**src/rtl/ctrl_pkg.sv**
```systemverilog
// ============================================================================
// Module   : ctrl_pkg
// Purpose  : Control-word layout, field encodings and bubble constant shared
//            by the control pipeline and its hazard unit.
// Revision : 1.0  initial release
// ============================================================================
`default_nettype none

package ctrl_pkg;

  localparam int CTRL_WIDTH   = 10;
  localparam int ALUOP_HI     = 9;
  localparam int ALUOP_LO     = 8;
  localparam int MEMTOREG_HI  = 7;
  localparam int MEMTOREG_LO  = 6;
  localparam int BRANCH_BIT   = 5;
  localparam int MEMREAD_BIT  = 4;
  localparam int MEMWRITE_BIT = 3;
  localparam int ALUSRC_BIT   = 2;
  localparam int JUMP_BIT     = 1;
  localparam int REGWRITE_BIT = 0;

  typedef enum logic [1:0] {
    ALUOP_ADD  = 2'b00,
    ALUOP_BCMP = 2'b01,
    ALUOP_RTYP = 2'b10,
    ALUOP_ITYP = 2'b11
  } alu_op_e;

  typedef enum logic [1:0] {
    MEMTOREG_ALU = 2'b00,
    MEMTOREG_MEM = 2'b01,
    MEMTOREG_PC4 = 2'b10,
    MEMTOREG_IMM = 2'b11
  } memtoreg_e;

  localparam logic [1:0] FWD_RF    = 2'b00;
  localparam logic [1:0] FWD_EXMEM = 2'b10;
  localparam logic [1:0] FWD_MEMWB = 2'b01;

  localparam logic [CTRL_WIDTH-1:0] CTRL_BUBBLE = '0;

endpackage

`default_nettype wire

```
**src/rtl/ctrl_hazard.sv**
```systemverilog
// ============================================================================
// Module   : ctrl_hazard
// Purpose  : Combinational RAW hazard detection and EX operand forwarding
//            select. Forwarding is built only with CTRL_FORWARD_EN defined.
// Revision : 1.0  initial release
// ============================================================================
`default_nettype none

module ctrl_hazard
  import ctrl_pkg::*;
#(
  parameter int XLEN_REG = 5
) (
  input  logic [XLEN_REG-1:0] id_rs1,
  input  logic [XLEN_REG-1:0] id_rs2,
  input  logic                flush,
  input  logic [XLEN_REG-1:0] ex_rd,
`ifdef CTRL_FORWARD_EN
  input  logic                ex_memread,
  input  logic [XLEN_REG-1:0] ex_rs1,
  input  logic [XLEN_REG-1:0] ex_rs2,
  input  logic [XLEN_REG-1:0] wb_rd,
  input  logic                wb_regwrite,
`else
  input  logic                ex_regwrite,
`endif
  input  logic [XLEN_REG-1:0] mem_rd,
  input  logic                mem_regwrite,
  output logic                stall,
  output logic [1:0]          fwd_a,
  output logic [1:0]          fwd_b
);

  // Both ID sources are compared whatever the format; x0 never matches.
  function automatic logic id_match(input logic [XLEN_REG-1:0] rd,
                                    input logic [XLEN_REG-1:0] rs1,
                                    input logic [XLEN_REG-1:0] rs2);
    return (rd != '0) && ((rd == rs1) || (rd == rs2));
  endfunction

`ifdef CTRL_FORWARD_EN
  function automatic logic [1:0] fwd_sel(input logic [XLEN_REG-1:0] rs,
                                         input logic                m_we,
                                         input logic [XLEN_REG-1:0] m_rd,
                                         input logic                w_we,
                                         input logic [XLEN_REG-1:0] w_rd);
    if (m_we && (m_rd != '0) && (m_rd == rs))      return FWD_EXMEM;
    else if (w_we && (w_rd != '0) && (w_rd == rs)) return FWD_MEMWB;
    else                                           return FWD_RF;
  endfunction

  logic w_hazard;
  assign w_hazard = ex_memread && id_match(ex_rd, id_rs1, id_rs2);
  assign fwd_a    = fwd_sel(ex_rs1, mem_regwrite, mem_rd, wb_regwrite, wb_rd);
  assign fwd_b    = fwd_sel(ex_rs2, mem_regwrite, mem_rd, wb_regwrite, wb_rd);
`else
  logic w_hazard;
  assign w_hazard = (ex_regwrite  && id_match(ex_rd,  id_rs1, id_rs2)) ||
                    (mem_regwrite && id_match(mem_rd, id_rs1, id_rs2));
  assign fwd_a    = FWD_RF;
  assign fwd_b    = FWD_RF;
`endif

  // A flushed ID instruction is discarded, so there is nothing to hold.
  assign stall = w_hazard && !flush;

endmodule

`default_nettype wire

```
**src/rtl/ctrl_pipeline.sv**
```systemverilog
// ============================================================================
// Module   : ctrl_pipeline
// Purpose  : EX/MEM/WB control-word pipeline with bubble insertion and flush.
//            Optional macro CTRL_FORWARD_EN enables operand forwarding.
// Revision : 1.0  initial release
// ============================================================================
`default_nettype none

module ctrl_pipeline
  import ctrl_pkg::*;
#(
  parameter int XLEN_REG = 5,
  parameter int CTRL_W   = 10
) (
  input  logic                clk,
  input  logic                rst,
  input  logic [CTRL_W-1:0]   id_ctrl,
  input  logic [XLEN_REG-1:0] id_rs1,
  input  logic [XLEN_REG-1:0] id_rs2,
  input  logic [XLEN_REG-1:0] id_rd,
  input  logic                flush,
  output logic                stall,
  output logic [1:0]          ex_alu_op,
  output logic                ex_alu_src,
  output logic                ex_branch,
  output logic                ex_jump,
  output logic                mem_read,
  output logic                mem_write,
  output logic [1:0]          wb_memtoreg,
  output logic                wb_regwrite,
  output logic [XLEN_REG-1:0] wb_rd,
  output logic [1:0]          fwd_a,
  output logic [1:0]          fwd_b
);

  logic [CTRL_W-1:0]   r_ex_ctrl;
  logic [XLEN_REG-1:0] r_ex_rd;
  logic                r_mem_read;
  logic                r_mem_write;
  logic [1:0]          r_mem_memtoreg;
  logic                r_mem_regwrite;
  logic [XLEN_REG-1:0] r_mem_rd;
  logic [1:0]          r_wb_memtoreg;
  logic                r_wb_regwrite;
  logic [XLEN_REG-1:0] r_wb_rd;
  logic                w_stall;
  logic                w_load_id;

  assign w_load_id = !w_stall && !flush;

  always_ff @(posedge clk or posedge rst) begin
    if (rst) begin
      r_ex_ctrl <= CTRL_BUBBLE;
      r_ex_rd   <= '0;
    end else if (w_load_id) begin
      r_ex_ctrl <= id_ctrl;
      r_ex_rd   <= id_rd;
    end else begin
      r_ex_ctrl <= CTRL_BUBBLE;
      r_ex_rd   <= '0;
    end
  end

`ifdef CTRL_FORWARD_EN
  logic [XLEN_REG-1:0] r_ex_rs1;
  logic [XLEN_REG-1:0] r_ex_rs2;

  always_ff @(posedge clk or posedge rst) begin
    if (rst) begin
      r_ex_rs1 <= '0;
      r_ex_rs2 <= '0;
    end else if (w_load_id) begin
      r_ex_rs1 <= id_rs1;
      r_ex_rs2 <= id_rs2;
    end else begin
      r_ex_rs1 <= '0;
      r_ex_rs2 <= '0;
    end
  end
`endif

  // Downstream stages never stall: they advance every cycle.
  always_ff @(posedge clk or posedge rst) begin
    if (rst) begin
      r_mem_read     <= 1'b0;
      r_mem_write    <= 1'b0;
      r_mem_memtoreg <= 2'b00;
      r_mem_regwrite <= 1'b0;
      r_mem_rd       <= '0;
      r_wb_memtoreg  <= 2'b00;
      r_wb_regwrite  <= 1'b0;
      r_wb_rd        <= '0;
    end else begin
      r_mem_read     <= r_ex_ctrl[MEMREAD_BIT];
      r_mem_write    <= r_ex_ctrl[MEMWRITE_BIT];
      r_mem_memtoreg <= r_ex_ctrl[MEMTOREG_HI:MEMTOREG_LO];
      r_mem_regwrite <= r_ex_ctrl[REGWRITE_BIT];
      r_mem_rd       <= r_ex_rd;
      r_wb_memtoreg  <= r_mem_memtoreg;
      r_wb_regwrite  <= r_mem_regwrite;
      r_wb_rd        <= r_mem_rd;
    end
  end

  ctrl_hazard #(
    .XLEN_REG     (XLEN_REG)
  ) u_hazard (
    .id_rs1       (id_rs1),
    .id_rs2       (id_rs2),
    .flush        (flush),
    .ex_rd        (r_ex_rd),
`ifdef CTRL_FORWARD_EN
    .ex_memread   (r_ex_ctrl[MEMREAD_BIT]),
    .ex_rs1       (r_ex_rs1),
    .ex_rs2       (r_ex_rs2),
    .wb_rd        (r_wb_rd),
    .wb_regwrite  (r_wb_regwrite),
`else
    .ex_regwrite  (r_ex_ctrl[REGWRITE_BIT]),
`endif
    .mem_rd       (r_mem_rd),
    .mem_regwrite (r_mem_regwrite),
    .stall        (w_stall),
    .fwd_a        (fwd_a),
    .fwd_b        (fwd_b)
  );

  assign stall       = w_stall;
  assign ex_alu_op   = r_ex_ctrl[ALUOP_HI:ALUOP_LO];
  assign ex_alu_src  = r_ex_ctrl[ALUSRC_BIT];
  assign ex_branch   = r_ex_ctrl[BRANCH_BIT];
  assign ex_jump     = r_ex_ctrl[JUMP_BIT];
  assign mem_read    = r_mem_read;
  assign mem_write   = r_mem_write;
  assign wb_memtoreg = r_wb_memtoreg;
  assign wb_regwrite = r_wb_regwrite;
  assign wb_rd       = r_wb_rd;

endmodule

`default_nettype wire

```
**config.mk**
```make
export PLATFORM = sky130hd
export DESIGN_NAME = ctrl_pipeline
export DESIGN_NICKNAME = d
export VERILOG_FILES = /design/src/rtl/ctrl_pkg.sv /design/src/rtl/ctrl_hazard.sv /design/src/rtl/ctrl_pipeline.sv
export SDC_FILE = /design/constraint.sdc
export NUM_CORES = 1
export LEC_CHECK = 0
export ABC_AREA = 0
export CAP_MARGIN = 10
export CORE_ASPECT_RATIO = 1.2
export CORE_MARGIN = 3
export CORE_UTILIZATION = 43
export DETAILED_ROUTE_END_ITERATION = 8
export PLACE_DENSITY = 0.78
export SYNTH_ARGS = -nofsm -noshare
export SYNTH_HDL_FRONTEND = slang
export SYNTH_SLANG_ARGS = --single-unit
```
**constraint.sdc**
```tcl
create_clock -name clk -period 2.1 [get_ports clk]
set_input_delay 0.42 -clock clk [delete_from_list [all_inputs] [get_ports clk]]
set_output_delay 0.42 -clock clk [all_outputs]
set_load 0.02 [all_outputs]
```
==> results of run 1 <==
power by group through the flow:
stage / Combinational [W] / Clock, W / Sequential, W
after floorplan: 0.0000923 / 0 / 0.000720
after global placement: 0.000210 / 0 / 0.000703
after detailed placement: 0.000217 / 0 / 0.000705
after CTS: 0.000228 / 0.000418 / 0.000690
after global routing: 0.000251 / 0.000446 / 0.000696
final: 0.000232 / 0.000399 / 0.000691
cell families after synthesis:
family / count (synthesis) / share of synthesized area (%)
compound gates: 5 / 3.20
xor+xnor: 20 / 13.2
simple gates: 26 / 16.5
other cells: 1 / 0.282
flops: 33 / 62.1
buf+inv: 9 / 4.80
worst min-delay path by stage:
stage	startpoint	end	cells after the start
final	r_ex_ctrl[7]	r_mem_memtoreg[1]	0
after global routing	r_ex_ctrl[7]	r_mem_memtoreg[1]	0
after CTS	r_mem_memtoreg[0]	wb_memtoreg[0]	0
after detailed placement	r_mem_memtoreg[0]	wb_memtoreg[0]	0
after global placement	r_ex_ctrl[3]	mem_write	0
after floorplan	r_ex_ctrl[4]	mem_read	0
cell usage in the layout, fill, tap and decap left out, types with 4 or more instances in the layout:
master	netlist	layout
nor3b_1	5	5
nor3b_2	10	10
xor2_1	20	20
conb_1	1	4
dfrtp_1	33	31
buf_4	6	11
clkdlybuf4s50_1	0	36
nor2_1	4	4
dlygate4sd2_1	0	6
clkbuf_4	0	5
routing by layer:
| metal | GRT usage (%) | vias up |
|---|---|---|
| met2 | 27.2 | 38 |
| met1 | 16.7 | 427 |
| met4 | 8.70 | 0 |
| li1 | - | 416 |
| met5 | 0 | - |
| met3 | 7.56 | 7 |
final cells by class:
type	instances	share of cell area (%)
flip-flops and latches	33	42.8
repair buffers	54	26.2
multi-input cells	55	25.0
clock buffers	7	3.36
well taps	34	2.20
clock inverters	1	0.259
inverters	1	0.194
through the flow:
stage,hold slack (ns),setup slack [ns]
6_report,0.357,-0.153
3_3_place_gp,0.333,-0.645
2_1_floorplan,0.331,0.181
5_1_grt,0.362,-0.289
3_5_place_dp,0.336,-0.664
4_1_cts,0.360,-0.159
sequential cells by signal (all words and copies together) (netlist names):
name	count
mem_read	1
mem_write	1
r_ex_ctrl	10
r_ex_rd	5
r_mem_memtoreg	2
r_mem_rd	5
r_mem_regwrite	1
wb_memtoreg	2
wb_rd	5
wb_regwrite	1
timing repair:
action                                  in CTS  in global routing
pin swaps                                    5                  4
gates cloned                                 0                  0
gates resized for setup                     15                  7
setup buffers                                4                  1
endpoints found under the setup margin       1                  1
==> reports/qor.csv, run 1 <==
metric;value;unit
outcome;finished, violations left;
violated checks;negative setup slack;
Core Util, Final;67.6;%
crit path from;r_ex_rd[3];
post-synthesis sequential area ratio;62.1;%
Post-synth top cells;33 x dfrtp_1, 20 x xor2_1, 10 x nor3b_2, 6 x buf_4, 5 x nor3b_1;
Post-Route WL;2680;µm
metal3 WL;248;µm
Critical Path Max Stage Delay;0.46;ns
global route overflow;0;
routed via count;888;
top post-synthesis cells by area;dfrtp_1 62%, xor2_1 13%, nor3b_2 9.4%;
RSZ-0062 raised after global routing;true;
Chip Width;56.8;µm
combinational power share;17.6;%
crit path kind;register to output pin;
routed wl met2;1440;µm
Sw Share;25.2;%
Port Buffer Count;43;
core area;2860;µm²
routability cong.;0.903;
first-pass GRT wire length;4480;µm
num ports;48;
Routed Antenna Nets;0;
dominant cell by count in the synthesized netlist;dfrtp_1;
metal1 wirelength;928;µm
Psw;0.000332;W
Die H;66.9;µm
initial antenna violation count;0;
Starting Density;46.4;%
vias in the first global route;979;
Crit path required time;1.68;ns
post-DR vias/cell;4.80;
Period minus WS final;2.25;ns
Final setup violation count;1;
slowest CP cell;dfrtp_2;
cells along the critical path;xor2_1, nor3_1, a22oi_1, o22ai_2, nor2b_4, buf_6;
Internal;0.000989;W
worst setup path end;stall;
average size of a mapped cell;14.1;µm²
synthesized cell area;1330;µm²
Leak Pwr;0.894;nW
Worst Path Arrival;1.83;ns
final instance area;1940;µm²
nets@finish;178;
CTS max path bufs;2;
Yosys warnings;0;
distinct cell type count after synthesis;17;
worst reg-to-reg setup slack;0.40;ns
DRC;0;
die area;3800;µm²
Post-DP HPWL;1950;µm
Critical Path Stages;6;
GRT Total Usage;16.2;%
share of post-route cells with drive strength above 1;27.2;%
Worst Path Buf+Inv;1;
CTS Hold Bufs;0;
sequential share of power;52.2;%
CTS H-Tree Depth;2;
Final Hold Fails;0;
area occupied by multi-input gates;484;µm²
CTS clk-pin slew, worst paths;0.10;ns
CTS Buf Count;5;
area growth from synthesis to layout;45.5;%
register area;828;µm²
wire length per cell;14.5;µm
fmax;0.444;GHz
top cell type by total area after synthesis;dfrtp_1;
placed inst area;1800;µm²
drt pass-1 iters;4;
Fin Clk Skew;0.00883;ns
Register-to-Register Path Depth;5;
clock power share;30.2;%
Max Cap Viol;0;
Setup WS post-layout;-0.153;ns
Synth top area share;62.1;%
Crit Path Max Fanout;4;
Reg-to-Reg Start;r_ex_rd[2];
R2R Path End;r_ex_ctrl[1];
max layer used;met4;
cell row count;21;
ant diodes;0;
DRT iter0 DRCs;24;
TritonCTS clock tree;yes;
crit share post-route;107;%
power after layout;0.00132;W
cell family with the largest share of critical-path delay;flip-flops;
Synth Register Bits;33;
pwr/cell area;683;nW/µm²
largest net degree at the start of global routing;34;
Top FF cell, synth;dfrtp_1;
# fillers;220;
worst min-delay path class;register to register;
Post-synth EDFFs;0;
Finished Layout Cells;185;
dpl cells;172;
Crit. End Element;output pin;
Post-Syn Instances;94;
max-slew violation count;0;
worst vdd ir;0.000518;V
fraction of registers with async set/reset;100;%
worst skew pair latency;0.33;ns
startpoint types;register;
clock root cell;clkbuf_4;
clk sinks;33;
setup TNS;-0.153;ns
Note: power is estimated with default switching activity, not from simulation.
==> inputs of run 2 (changes only) <==
--- a/config.mk
+++ b/config.mk
@@ -11,7 +11,7 @@
 export CORE_MARGIN = 3
 export CORE_UTILIZATION = 43
 export DETAILED_ROUTE_END_ITERATION = 8
-export PLACE_DENSITY = 0.78
+export PLACE_DENSITY = 0.76
 export SYNTH_ARGS = -nofsm -noshare
 export SYNTH_HDL_FRONTEND = slang
 export SYNTH_SLANG_ARGS = --single-unit
==> run 2 against run 1 <==
Net effect:
- critical path type is now input pin to output pin
- critical path depth increased by 1
- the run still ends with negative setup slack left
- core utilization is 0.13 points higher
- register-to-register slack lost 0.05 ns
- largest cell class unchanged
- fmax fell by 1.3%
- non-clock buffer count fell by 2
==> reports/qor.csv, run 2 (synthesized netlist as in run 1, its figures left out) <==
metric;value;unit
crit path kind;input pin to output pin;
combinational power share;16.2;%
DRC;0;
clk sinks;33;
Crit Path Max Fanout;2;
crit share post-route;109;%
drt pass-1 iters;4;
Crit. End Element;output pin;
min-delay src;r_ex_ctrl[4];
CTS Buf Count;5;
Worst Path Arrival;1.86;ns
clock root cell;clkbuf_4;
Max Cap Viol;0;
violated checks;negative setup slack;
Post-DP HPWL;1840;µm
nets@finish;176;
CTS clk-pin slew, worst paths;0.10;ns
area growth from synthesis to layout;45.8;%
pwr/cell area;735;nW/µm²
GRT Total Usage;16.2;%
CTS H-Tree Depth;2;
Critical Path Max Stage Delay;0.46;ns
largest net degree at the start of global routing;34;
slowest CP cell;clkdlybuf4s50_1;
worst skew pair latency;0.34;ns
setup TNS;-0.182;ns
cell family with the largest share of critical-path delay;buffers and inverters;
num ports;48;
outcome;finished, violations left;
DRT iter0 DRCs;7;
first-pass GRT wire length;4430;µm
vias in the first global route;964;
share of post-route cells with drive strength above 1;25.5;%
final instance area;1940;µm²
wire length per cell;14.7;µm
commonest non-fill, non-tap cell in the layout;clkdlybuf4s50_1;
# fillers;212;
Period minus WS final;2.28;ns
Register-to-Register Path Depth;5;
Routed Antenna Nets;0;
Psw;0.000346;W
routability cong.;0.926;
Final setup violation count;1;
die area;3800;µm²
most frequent cells in the layout;38 x clkdlybuf4s50_1, 32 x dfrtp_1, 20 x xor2_1;
Crit path required time;1.68;ns
Starting Density;46.4;%
Die H;66.9;µm
Worst Hold End;mem_read;
Setup WS post-layout;-0.182;ns
TritonCTS clock tree;yes;
Leak Pwr;0.888;nW
worst reg-to-reg setup slack;0.35;ns
Internal;0.00108;W
startpoint types;input pin;
cells along the critical path;clkdlybuf4s50_1, xor2_1, nor2_1, a22oi_2, o22ai_2, nor2b_1, buf_4;
max-slew violation count;0;
Hold Path Stages;0;
worst min-delay path class;register to register;
core area;2860;µm²
CTS max path bufs;2;
Fin Clk Skew;0.00734;ns
Sw Share;24.3;%
max FFs per register;10;
power after layout;0.00143;W
placed inst area;1810;µm²
sequential share of power;48.7;%
post-DR vias/cell;4.90;
global route overflow;0;
fmax;0.438;GHz
initial antenna violation count;0;
Reg-to-Reg Start;r_mem_rd[3];
Port Buffer Count;43;
post-place setup slack;-0.757;ns
RSZ-0062 raised after global routing;true;
Post-Route WL;2690;µm
routed via count;896;
Worst Path Buf+Inv;2;
worst vdd ir;0.000515;V
Chip Width;56.8;µm
Final Hold Fails;0;
clock power share;35.1;%
R2R Path End;r_ex_ctrl[1];
largest register by flop count;r_ex_ctrl;
ant diodes;0;
cell row count;21;
-- run 2: power groups by stage --
stage	logic (W)	registers [W]	clock network (W)
6_report	0.000231	0.000694	0.000501
5_1_grt	0.000249	0.000698	0.000548
4_1_cts	0.000227	0.000692	0.000510
3_5_place_dp	0.000217	0.000705	0
3_3_place_gp	0.000212	0.000703	0
2_1_floorplan	0.0000923	0.000720	0
-- run 2: worst max path at each step --
stage          slack [ns]  endpoint  startpoint  cells after the start
5_1_grt             -0.27     stall  r_ex_rd[1]                      5
6_report            -0.18     stall   id_rs1[3]                      7
3_5_place_dp        -0.76     stall   id_rs2[2]                      7
4_1_cts             -0.18     stall  r_ex_rd[2]                      5
2_1_floorplan        0.18     stall  r_ex_rd[3]                      5
3_3_place_gp        -0.68     stall   id_rs1[0]                      7
-- run 2: layout make-up --
| cell class | instances | area (µm²) | area share (%) |
|---|---|---|---|
| Clock buffer | 7 | 55.1 | 2.84 |
| Clock inverter | 1 | 30.0 | 1.55 |
| Inverter | 1 | 3.75 | 0.194 |
| Multi-Input combinational cell | 55 | 487 | 25.1 |
| Sequential cell | 33 | 827 | 42.6 |
| Tap cell | 34 | 42.5 | 2.19 |
| Timing Repair Buffer | 52 | 494 | 25.5 |
-- run 2: routing by layer --
metal / track usage [%] / routed length [µm] / up-vias
met5: 0 / 0 / -
met4: 11.3 / 74 / 0
met3: 6.40 / 241 / 11
met2: 26.9 / 1410 / 50
met1: 16.8 / 961 / 425
li1: - / - / 410
-- run 2: what timing repair did --
action                                  CTS  global route
pin swaps                                 4             1
hold endpoints to repair                  0             0
hold buffers                              0             0
endpoints found under the setup margin    1             1
resized for setup                        14             5
buffers inserted                          2             0
-- run 2: stage by stage --
step	util, %	hold WS (ns)	instances
after floorplan	-	0.331	97
after global placement	63.1	0.332	173
after detailed placement	63.1	0.336	173
after CTS	67.1	0.359	183
after global routing	67.7	0.367	183
final	67.7	0.357	183
